[src/rtl/math_cmd_dispatch.sv]
// Command front-end for the LUT math engine: buffers element-wise commands,
// drops zero-length/illegal ones, and feeds the engine one chunk at a time.
module math_cmd_dispatch #(
    parameter int DEPTH     = 4,
    parameter int MAX_CHUNK = 256
) (
    input  logic        clk,
    input  logic        rst_n,
    input  logic        in_valid,
    output logic        in_ready,
    input  logic [7:0]  in_opcode,
    input  logic [15:0] in_src_base,
    input  logic [15:0] in_dst_base,
    input  logic [15:0] in_length,
    output logic        me_cmd_valid,
    output logic [7:0]  me_cmd_opcode,
    output logic [15:0] me_cmd_src_base,
    output logic [15:0] me_cmd_dst_base,
    output logic [15:0] me_cmd_length,
    input  logic        me_busy,
    input  logic        me_done,
    output logic        cmd_done,
    output logic        err_opcode,
    output logic [15:0] done_count,
    output logic        idle
);
    localparam logic [7:0] OP_G_EXP   = 8'h30;
    localparam logic [7:0] OP_G_LOG   = 8'h31;
    localparam logic [7:0] OP_G_SQRT  = 8'h32;
    localparam logic [7:0] OP_G_RSQRT = 8'h33;

    localparam int         AW          = $clog2(DEPTH);
    localparam logic [AW:0] DEPTH_W    = (AW+1)'(DEPTH);
    localparam logic [15:0] MAX_CHUNK_W = 16'(MAX_CHUNK);

    typedef enum logic [1:0] {D_IDLE, D_ISSUE, D_WAIT, D_FIN} state_e;

    typedef struct packed {
        logic [7:0]  op;
        logic [15:0] src;
        logic [15:0] dst;
        logic [15:0] len;
    } cmd_t;

    cmd_t          fifo_q [DEPTH];
    logic [AW-1:0] wr_ptr_q, rd_ptr_q;
    logic [AW:0]   count_q, count_d;

    state_e        state_q, state_d;
    logic [7:0]    op_q, op_d;
    logic [15:0]   src_q, src_d, dst_q, dst_d, rem_q, rem_d;
    logic          zl_done_q, err_q;
    logic [15:0]   done_count_q, done_count_d;

    logic          legal, xfer, push, pop, issue, fin;
    logic [15:0]   chunk;
    cmd_t          in_cmd;

    assign legal    = (in_opcode == OP_G_EXP) || (in_opcode == OP_G_LOG) ||
                      (in_opcode == OP_G_SQRT) || (in_opcode == OP_G_RSQRT);
    assign in_ready = (count_q < DEPTH_W);
    assign xfer     = in_valid && in_ready;
    assign push     = xfer && legal && (in_length != 16'd0);
    assign in_cmd   = '{op: in_opcode, src: in_src_base, dst: in_dst_base, len: in_length};
    assign chunk    = (rem_q > MAX_CHUNK_W) ? MAX_CHUNK_W : rem_q;
    assign count_d  = count_q + (AW+1)'(push) - (AW+1)'(pop);

    always_comb begin
        state_d = state_q;
        op_d    = op_q;
        src_d   = src_q;
        dst_d   = dst_q;
        rem_d   = rem_q;
        pop     = 1'b0;
        issue   = 1'b0;
        fin     = 1'b0;
        case (state_q)
            D_IDLE: begin
                if (count_q != '0) begin
                    pop     = 1'b1;
                    op_d    = fifo_q[rd_ptr_q].op;
                    src_d   = fifo_q[rd_ptr_q].src;
                    dst_d   = fifo_q[rd_ptr_q].dst;
                    rem_d   = fifo_q[rd_ptr_q].len;
                    state_d = D_ISSUE;
                end
            end
            D_ISSUE: begin
                if (!me_busy) begin
                    issue   = 1'b1;
                    src_d   = src_q + chunk;
                    dst_d   = dst_q + chunk;
                    rem_d   = rem_q - chunk;
                    state_d = D_WAIT;
                end
            end
            D_WAIT: begin
                if (me_done) state_d = (rem_q == 16'd0) ? D_FIN : D_ISSUE;
            end
            D_FIN: begin
                fin     = 1'b1;
                state_d = D_IDLE;
            end
            default: state_d = D_IDLE;
        endcase
    end

    // A zero-length completion and an FSM completion can land together.
    assign done_count_d = done_count_q + 16'(fin) + 16'(zl_done_q);

    always_ff @(posedge clk or negedge rst_n) begin
        if (!rst_n) begin
            for (int i = 0; i < DEPTH; i++) fifo_q[i] <= '0;
            wr_ptr_q     <= '0;
            rd_ptr_q     <= '0;
            count_q      <= '0;
            state_q      <= D_IDLE;
            op_q         <= '0;
            src_q        <= '0;
            dst_q        <= '0;
            rem_q        <= '0;
            zl_done_q    <= 1'b0;
            err_q        <= 1'b0;
            done_count_q <= '0;
        end else begin
            if (push) begin
                fifo_q[wr_ptr_q] <= in_cmd;
                wr_ptr_q         <= wr_ptr_q + 1'b1;
            end
            if (pop) rd_ptr_q <= rd_ptr_q + 1'b1;
            count_q      <= count_d;
            state_q      <= state_d;
            op_q         <= op_d;
            src_q        <= src_d;
            dst_q        <= dst_d;
            rem_q        <= rem_d;
            zl_done_q    <= xfer && legal && (in_length == 16'd0);
            err_q        <= xfer && !legal;
            done_count_q <= done_count_d;
        end
    end

    assign me_cmd_valid    = issue;
    assign me_cmd_opcode   = (state_q == D_ISSUE) ? op_q  : 8'd0;
    assign me_cmd_src_base = (state_q == D_ISSUE) ? src_q : 16'd0;
    assign me_cmd_dst_base = (state_q == D_ISSUE) ? dst_q : 16'd0;
    assign me_cmd_length   = (state_q == D_ISSUE) ? chunk : 16'd0;
    assign cmd_done        = fin || zl_done_q;
    assign err_opcode      = err_q;
    assign done_count      = done_count_q;
    assign idle            = (count_q == '0) && (state_q == D_IDLE) && !me_busy;

endmodule

[config.mk]
export PLATFORM = sky130hd
export DESIGN_NAME = math_cmd_dispatch
export DESIGN_NICKNAME = d
export VERILOG_FILES = /design/src/rtl/math_cmd_dispatch.sv
export SDC_FILE = /design/constraint.sdc
export NUM_CORES = 1
export LEC_CHECK = 0
export ABC_AREA = 1
export BUFFER_PORTS_ARGS = -buffer_cell sky130_fd_sc_hd__buf_2
export CAP_MARGIN = 20
export CORE_AREA = 2 2 193 195
export DETAILED_ROUTE_END_ITERATION = 12
export DIE_AREA = 0 0 195 197
export PLACE_DENSITY = 0.68
export REMOVE_ABC_BUFFERS = 1
export SLEW_MARGIN = 0
export SYNTH_ARGS = -nofsm -noshare
export SYNTH_HDL_FRONTEND = slang
export SYNTH_SLANG_ARGS = --single-unit
[constraint.sdc]
create_clock -name clk -period 6.71 [get_ports clk]
set_input_delay 1.6775 -clock clk [delete_from_list [all_inputs] [get_ports clk]]
set_output_delay 1.6775 -clock clk [all_outputs]
set_load 0.005 [all_outputs]
# Yosys cells after proc, flatten, opt, wreduce, memory -nomap -nowiden
# Index checks and enable logic that the tools add are counted.
# Widths: inputs -> output; s select.
[classes] muxes=30 addsub=9 n_lt_le_gt_ge=5 reduce_logical=24 eq_ne=10 bitwise_logic=2
[op_table] operator="$bwmux 224" n=1
[op_table] operator="$mux 56" n=3
[op_table] operator="$mux 16" n=10
[op_table] operator="$bmux 56 s2" n=1
[op_table] operator="$demux 56 s2" n=1
[op_table] operator="$pmux 16 s2" n=3
[op_table] operator="$add 16x1->16" n=2
[op_table] operator="$add 16x16->16" n=2
[op_table] operator="$eq 8x6->1 const B" n=4
[op_table] operator="$logic_not 16->1" n=2
[op_table] operator="$gt 16x9->1 const B" n=1
[op_table] operator="$reduce_bool 16->1" n=1
[op_table] operator="$sub 16x16->16" n=1
[op_table] operator="$logic_and 1x1->1" n=8
[op_table] operator="$mux 2" n=4
[op_table] operator="$mux 8" n=1
[op_table] operator="$pmux 2 s4" n=1
[op_table] operator="$ge 3x3->1 const B" n=2
[op_table] operator="$ne 2x2->1 const B" n=3
[op_table] operator="$not 2->3" n=2
[op_table] operator="$reduce_and 3->1" n=2
[op_table] operator="$mux 1" n=5
[op_table] operator="$add 2x1->2 const B" n=2
[op_table] operator="$eq 2x2->1 const B" n=2
[op_table] operator="other kinds (12)" n=16
[totals] out_inout_bits=77 regBits=307 elab_cells=107 input_bits=61

# Logic depth before layout (Yosys ltp)
# Gate-level depths: netlist of run 1.
[logic_depth] depth_word=8 ltp_mapped=22

# Worst setup path after synthesis of run 1
# Ideal clock, no wire load.
[synth_timing] kind="input -> output" startpoint="input me_busy" endpoint="output me_cmd_valid" setup_slack_ns=3.237 stages=1 t_arrival_ns=1.796 cell_sequence="nor2_4"
[synth_via] elab_chain_len=2
[synth_lines] element="start, declared" line="20" source="input logic me_busy,"
[synth_lines] element="$mux 1" line="89" source="if (!me_busy) begin"
[synth_lines] element="$mux 1" line="77" source="case (state_q)"
[synth_lines] element="end, declared" line="15" source="output logic me_cmd_valid,"
# Every way passes these cells.

# Worst setup path after layout of run 1
[layout_timing] startpoint="register rem_q[6]" endpoint="output me_cmd_length[4]"
[layout_via] elab_chain_len=3
[layout_lines] element="start, declared" line="51" source="logic [15:0] src_q, src_d, dst_q, dst_d, rem_q, rem_d;"
[layout_lines] element="start signal, assigned" line="136" source="rem_q <= rem_d;"
[layout_lines] element="$gt 16x9->1" line="65" source="assign chunk = (rem_q > MAX_CHUNK_W) ? MAX_CHUNK_W : rem_q;"
[layout_lines] element="$mux 16" line="65"
[layout_lines] element="$mux 16" line="147" source="assign me_cmd_length = (state_q == D_ISSUE) ? chunk : 16'd0;"
[layout_lines] element="end, declared" line="19" source="output logic [15:0] me_cmd_length,"
# Every way passes these cells.

==> results of run 1 <==
-- per-layer routing --
metal	GRT usage	wire length, µm
met1	0.3217	19610
met2	0.3798	20700
met3	0.03285	2432
met4	0.05174	667
met5	0	0
-- cell usage after synthesis, types with 10 or more instances --
cell type,n
nand3_1,79
nor2_1,129
o21ai_2,27
clkbuf_1,44
o211ai_1,33
dfrtp_1,307
a31oi_1,16
inv_1,231
buf_2,33
o21ai_1,44
a21oi_1,134
ha_1,40
nor3_1,14
buf_4,10
o21ai_0,170
inv_2,12
nand2_1,584
xor2_1,27
buf_6,18
-- cells by family (layout without fill, tap and decap cells) --
family / Yosys count / in the layout
AND/OR/NAND/NOR: 848 / 848
AO/OA/AOI/OAI: 453 / 453
buffers and inverters: 358 / 457
flip-flops: 307 / 307
adder cells (fa/ha/maj): 44 / 44
XOR/XNOR: 35 / 35
other: 2 / 23
-- area by class of cell --
| cell class | count | area, µm² | area share |
|---|---|---|---|
| diodes | 1 | 2.502 | 0.0001372 |
| clock buffers | 56 | 1130 | 0.06196 |
| clock inverters | 10 | 85.08 | 0.004666 |
| repair buffers | 146 | 793.3 | 0.04350 |
| inverters | 245 | 923.4 | 0.05063 |
| multi-input cells | 1402 | 7029 | 0.3855 |
| well taps | 468 | 585.6 | 0.03211 |
| flip-flops and latches | 307 | 7687 | 0.4215 |
-- sequential cells by signal, summed over array words and instances (netlist names) --
signal      cells
count_q         3
done_count     16
dst_q          16
err_opcode      1
fifo_q        224
op_q            8
rd_ptr_q        2
rem_q          16
src_q          16
state_q         2
wr_ptr_q        2
zl_done_q       1
-- power groups by stage --
stage / sequential (µW) / clock [µW] / combinational (µW)
after floorplan: 2480 / 0 / 1860
after global placement: 2480 / 0 / 2780
after detailed placement: 2480 / 0 / 2830
after CTS: 2460 / 2030 / 2850
after global routing: 2510 / 2110 / 3240
final: 2460 / 1990 / 2850
-- tightest hold or removal path, stage by stage, from the launching register on --
cell     delay (ns)
dfrtp_1        0.32
inv_1          0.05
nand2_1        0.05
-- final timing paths --
path / cells past startpoint / startpoint / endpoint
max in group asynchronous: 2 / rst_n / fifo_q[51]
max reg2reg: 16 / rem_q[6] / dst_q[11]
min in group asynchronous: 1 / rst_n / src_q[5]
min reg2reg: 2 / fifo_q[109] / fifo_q[109]
min: 2 / fifo_q[109] / fifo_q[109]
max: 8 / rem_q[6] / me_cmd_length[4]
-- through the flow --
| step | area [µm²] | instances | power (µW) |
|---|---|---|---|
| 4_1_cts | 18230 | 2634 | 7338 |
| 2_1_floorplan | 15630 | 1954 | 4345 |
| 3_5_place_dp | 17020 | 2568 | 5319 |
| 5_1_grt | 18240 | 2635 | 7857 |
| 3_3_place_gp | 17020 | 2568 | 5253 |
| 6_report | 18240 | 2635 | 7295 |
==> out/results.tsv, run 1 <==
metric	value	unit
ios	138	
slowest_delay	0.47	ns
final_common_cell	nand2_1	
yosysWarnings	0	
ant_nets	0	
avgSynthCellArea	7.911	µm²
syn_area	16190	µm²
layout_min_cycle_time	4.445	ns
die-height	197	µm
dp_slack	1.904	ns
tritoncts	yes	
cp-end-kind	output pin	
drive_gt1_frac	0.1283	
start_util	0.4466	
synth_top_area_frac	0.4744	
dr.first_iter.drc_count	1003	
io_buffer_count	130	
fmax	225.0	MHz
clock_latency	0.53	ns
vias_per_cell	5.205	
post-dp-hpwl	27210	µm
gp_congestion	0.9046	
cts_resized	0	
crit_path_cell_trace	nor2_1 -> nand2_1 -> nor2_1 -> nand2_4 -> nand2_2 -> inv_2 -> nor3_1 -> buf_2	
crit_path_max_fanout	19	
hold_buffers	0	
cp.arrival	2.77	ns
grt_pass1_vias	13615	
holdWs	0.4511	ns
synth_area_leaders	dfrtp_1, nand2_1, inv_1	
final.fill_count	3502	
fin_crit_sh	0.6624	
hold_path_class	reg -> reg	
cts-root-buf	clkbuf_16	
via_count	13716	
tns	0	ns
die_w	195	µm
async_flop_share	1.000	
wl	43410	µm
setup_viol_count_final	0	
synthFlopType	dfrtp_1	
ys_seq_elements	307	
final_nets	2244	
antenna_found_initial	1	
die_area	38420	µm²
core_region_area	36260	µm²
slew_violations	0	
p_int	4350	µW
track_usage	0.2297	
clock-sinks	307	
drv_cap	0	
leakage	0.009745	µW
clock_path_buffers	3	
critPathSlowestCell	nor3_1	
synth_top_family_by_area	simple AND/OR/NAND/NOR gates	
worstPathRequired	5.03	ns
synth-adder-area-share	0.03585	
tightest_slew	0.9987	ns
fin_skew	0.01976	ns
clk_pin_slew_worst_paths	0.06	ns
syn_to_final_growth	12.62	%
final_cell_mix	nand2_1, dfrtp_1, inv_1	
clkPwrFrac	0.273	
layout_setup_ws	2.265	ns
swShare	0.4037	
yosysTopAreaCell	dfrtp_1	
net-switching-power	2945	µW
cpMostUsedCell	nor2_1	
htree_levels	2	
slew_headroom	0.3342	
critPathTopFamily	simple AND/OR/NAND/NOR gates	
synth.area.mux_share	0	
grt_pass1_wl	71040	µm
wl_per_cell	16.48	µm
fin_util	0.5029	
firstDrtPassIters	5	
start_kind	flip-flop	
hold_viol	0	
cts_buffers	37	
num_rows	70	
synth_edf_count	0	
rrSetupSlack	2.89	ns
ys_types	48	
synth_compound_area_frac	0.1581	
synth-simple-area-share	0.2158	
status	finished clean	
path_buf_inv	2	
p_comb_frac	0.390	
grt_start_max_net_pins	126	
synth_xor_area_frac	0.01893	
worstSetupPathType	reg -> out	
power_density	400.0	nW/µm²
cts_setup_buffers	0	
grt.overflow.total	0	
seqPwrFrac	0.337	
ys_seq_area_frac	0.4744	
peakVddDrop	0.0002467	V
drc	0	
rsz0062_at_grt	no	
netlist_instances	2047	
Power figures use the tool's default switching activity.
==> run 2, diff against run 1 <==
==> constraint.sdc (replaced) <==
create_clock -name clk -period 4.5 [get_ports clk]
set_input_delay 1.125 -clock clk [delete_from_list [all_inputs] [get_ports clk]]
set_output_delay 1.125 -clock clk [all_outputs]
set_load 0.005 [all_outputs]
==> run 2 against run 1 <==
Die area stayed put. Via count increased by 0.43%. Cell count is essentially flat. Utilization about the same. Worst hold slack improved by 0.0051 ns. Critical path depth is the same. Sequential power grew 48%. Register-to-register slack worse by 2.2 ns. Critical path type unchanged. Critical endpoint is now me_cmd_length[5].
==> out/results.tsv, run 2 (synthesis results as in run 1) <==
metric	value	unit	change
p_int	6392	µW	+47%
ant_nets	0		unchanged
die_area	38420	µm²	unchanged
holdWs	0.4562	ns	+0.005111 ns
tightest_slew	1.032	ns	+0.03308 ns
vias_per_cell	5.226		+0.39%
clkPwrFrac	0.261		-0.012
start_util	0.4466		unchanged
largest_reg_flops	224		unchanged
antenna_found_initial	2		+1
grt_pass1_vias	13768		+1.1%
final.fill_count	3546		+1.3%
worstPathRequired	3.38	ns	-1.65 ns
cts_setup_buffers	0		unchanged
hold_buffers	0		unchanged
drc	0		unchanged
cp.arrival	2.72	ns	-0.05 ns
grt_pass1_wl	71610	µm	+0.80%
hold_path_class	reg -> reg		
num_rows	70		unchanged
rsz0062_at_grt	no		
status	finished clean		
cts_resized	0		unchanged
tns	0	ns	unchanged
io_buffer_count	130		unchanged
drive_gt1_frac	0.1292		+0.0008041
swShare	0.4075		+0.003786
htree_levels	2		unchanged
cts-root-buf	clkbuf_16		
syn_to_final_growth	12.59	%	about the same
final_nets	2249		+0.22%
grt_start_max_net_pins	119		-5.6%
layout_setup_ws	0.6504	ns	-1.615 ns
final_cell_mix	nand2_1, dfrtp_1, inv_1		
hold_viol	0		unchanged
cts_buffers	35		-5.4%
fin_skew	0.01457	ns	-0.005188 ns
grt.overflow.total	0		unchanged
cp-end-kind	output pin		
leakage	0.009748	µW	about the same
track_usage	0.2312		+0.001484
peakVddDrop	0.0003356	V	+36%
dp_slack	0.7963	ns	-1.108 ns
drv_cap	0		unchanged
fin_crit_sh	0.8555		
die-height	197	µm	unchanged
top_register	fifo_q		
clock-sinks	307		unchanged
tritoncts	yes		
layout_min_cycle_time	3.850	ns	
setup_viol_count_final	0		unchanged
core_region_area	36260	µm²	unchanged
clock_latency	0.52	ns	about the same
start_kind	flip-flop		
power_density	591.7	nW/µm²	+48%
ios	138		unchanged
clock_path_buffers	3		unchanged
net-switching-power	4396	µW	+49%
firstDrtPassIters	5		unchanged
p_comb_frac	0.403		+0.013
wl	43800	µm	+0.90%
dr.first_iter.drc_count	936		-6.7%
worstSetupPathType	reg -> out		
fmax	259.8	MHz	
crit_path_max_fanout	19		unchanged
final_common_cell	nand2_1		
slew_headroom	0.3111		-0.02306
fin_util	0.5028		about the same
via_count	13775		+0.43%
post-dp-hpwl	27950	µm	+2.7%
diodes	0		-1
gp_congestion	0.8846		-2.2%
die_w	195	µm	unchanged
wl_per_cell	16.62	µm	+0.86%
slew_violations	0		unchanged
seqPwrFrac	0.337		about the same
clk_pin_slew_worst_paths	0.06	ns	about the same
[run 2: cell count changes in the layout (fill, tap and decap cells not counted)]
cell       previous run  this run
buf_4                15        20
clkbuf_16            39        37
clkbuf_8              9         7
inv_6                 2         0
buf_12                1         2
buf_16                0         1
clkinv_4              0         1
diode_2               1         0
[run 2: layout make-up]
cell class	count	area, µm²	share of cell area
clock buffer	52	1052	0.05771
clock inverter	9	76.32	0.004186
inverter	245	923.4	0.05065
multi-input combinational	1402	7029	0.3855
sequential	307	7687	0.4216
tap	468	585.6	0.03212
timing repair buffer	153	878.3	0.04817
[run 2: path summary, 6_finish.rpt]
check                            start                to  slack, ns  cells after the start
min                        fifo_q[165]       fifo_q[165]       0.46                      2
min in group asynchronous        rst_n       fifo_q[145]       0.65                      1
max reg2reg                   rem_q[6]         dst_q[11]       0.72                     16
max                           rem_q[6]  me_cmd_length[5]       0.65                      8
min reg2reg                fifo_q[165]       fifo_q[165]       0.46                      2
max in group asynchronous        rst_n       fifo_q[116]       2.72                      2
[run 2: through the flow]
step	std cells	area, µm²	total power, µW
finish	2636	18230	10790
global placement	2574	17080	7840
detailed placement	2574	17080	7946
floorplan	1954	15630	6479
CTS	2635	18210	10820
global route	2636	18230	11600
[run 2: critical path, cell delays in order (launching register included)]
cell and delay [ns]:
dfrtp_1 0.44, nor2_1 0.13, nand2_1 0.07, nor2_1 0.35, nand2_4 0.16, nand2_2 0.21
inv_2 0.18, nor3_1 0.45, buf_2 0.21
[run 2: per-layer routing]
| metal | up-vias | global-route usage | wire, µm |
|---|---|---|---|
| li1 | 6703 | - | - |
| met1 | 6585 | 0.3129 | 19470 |
| met2 | 405 | 0.3893 | 20960 |
| met3 | 78 | 0.03149 | 2394 |
| met4 | 4 | 0.06701 | 960 |
| met5 | - | 0 | 17 |
[run 2: power groups by stage]
stage	logic [µW]	registers, µW	clock network [µW]
floorplan	2780	3700	0
global placement	4190	3650	0
detailed placement	4270	3670	0
CTS	4310	3630	2880
global route	4930	3690	2980
finish	4340	3630	2810
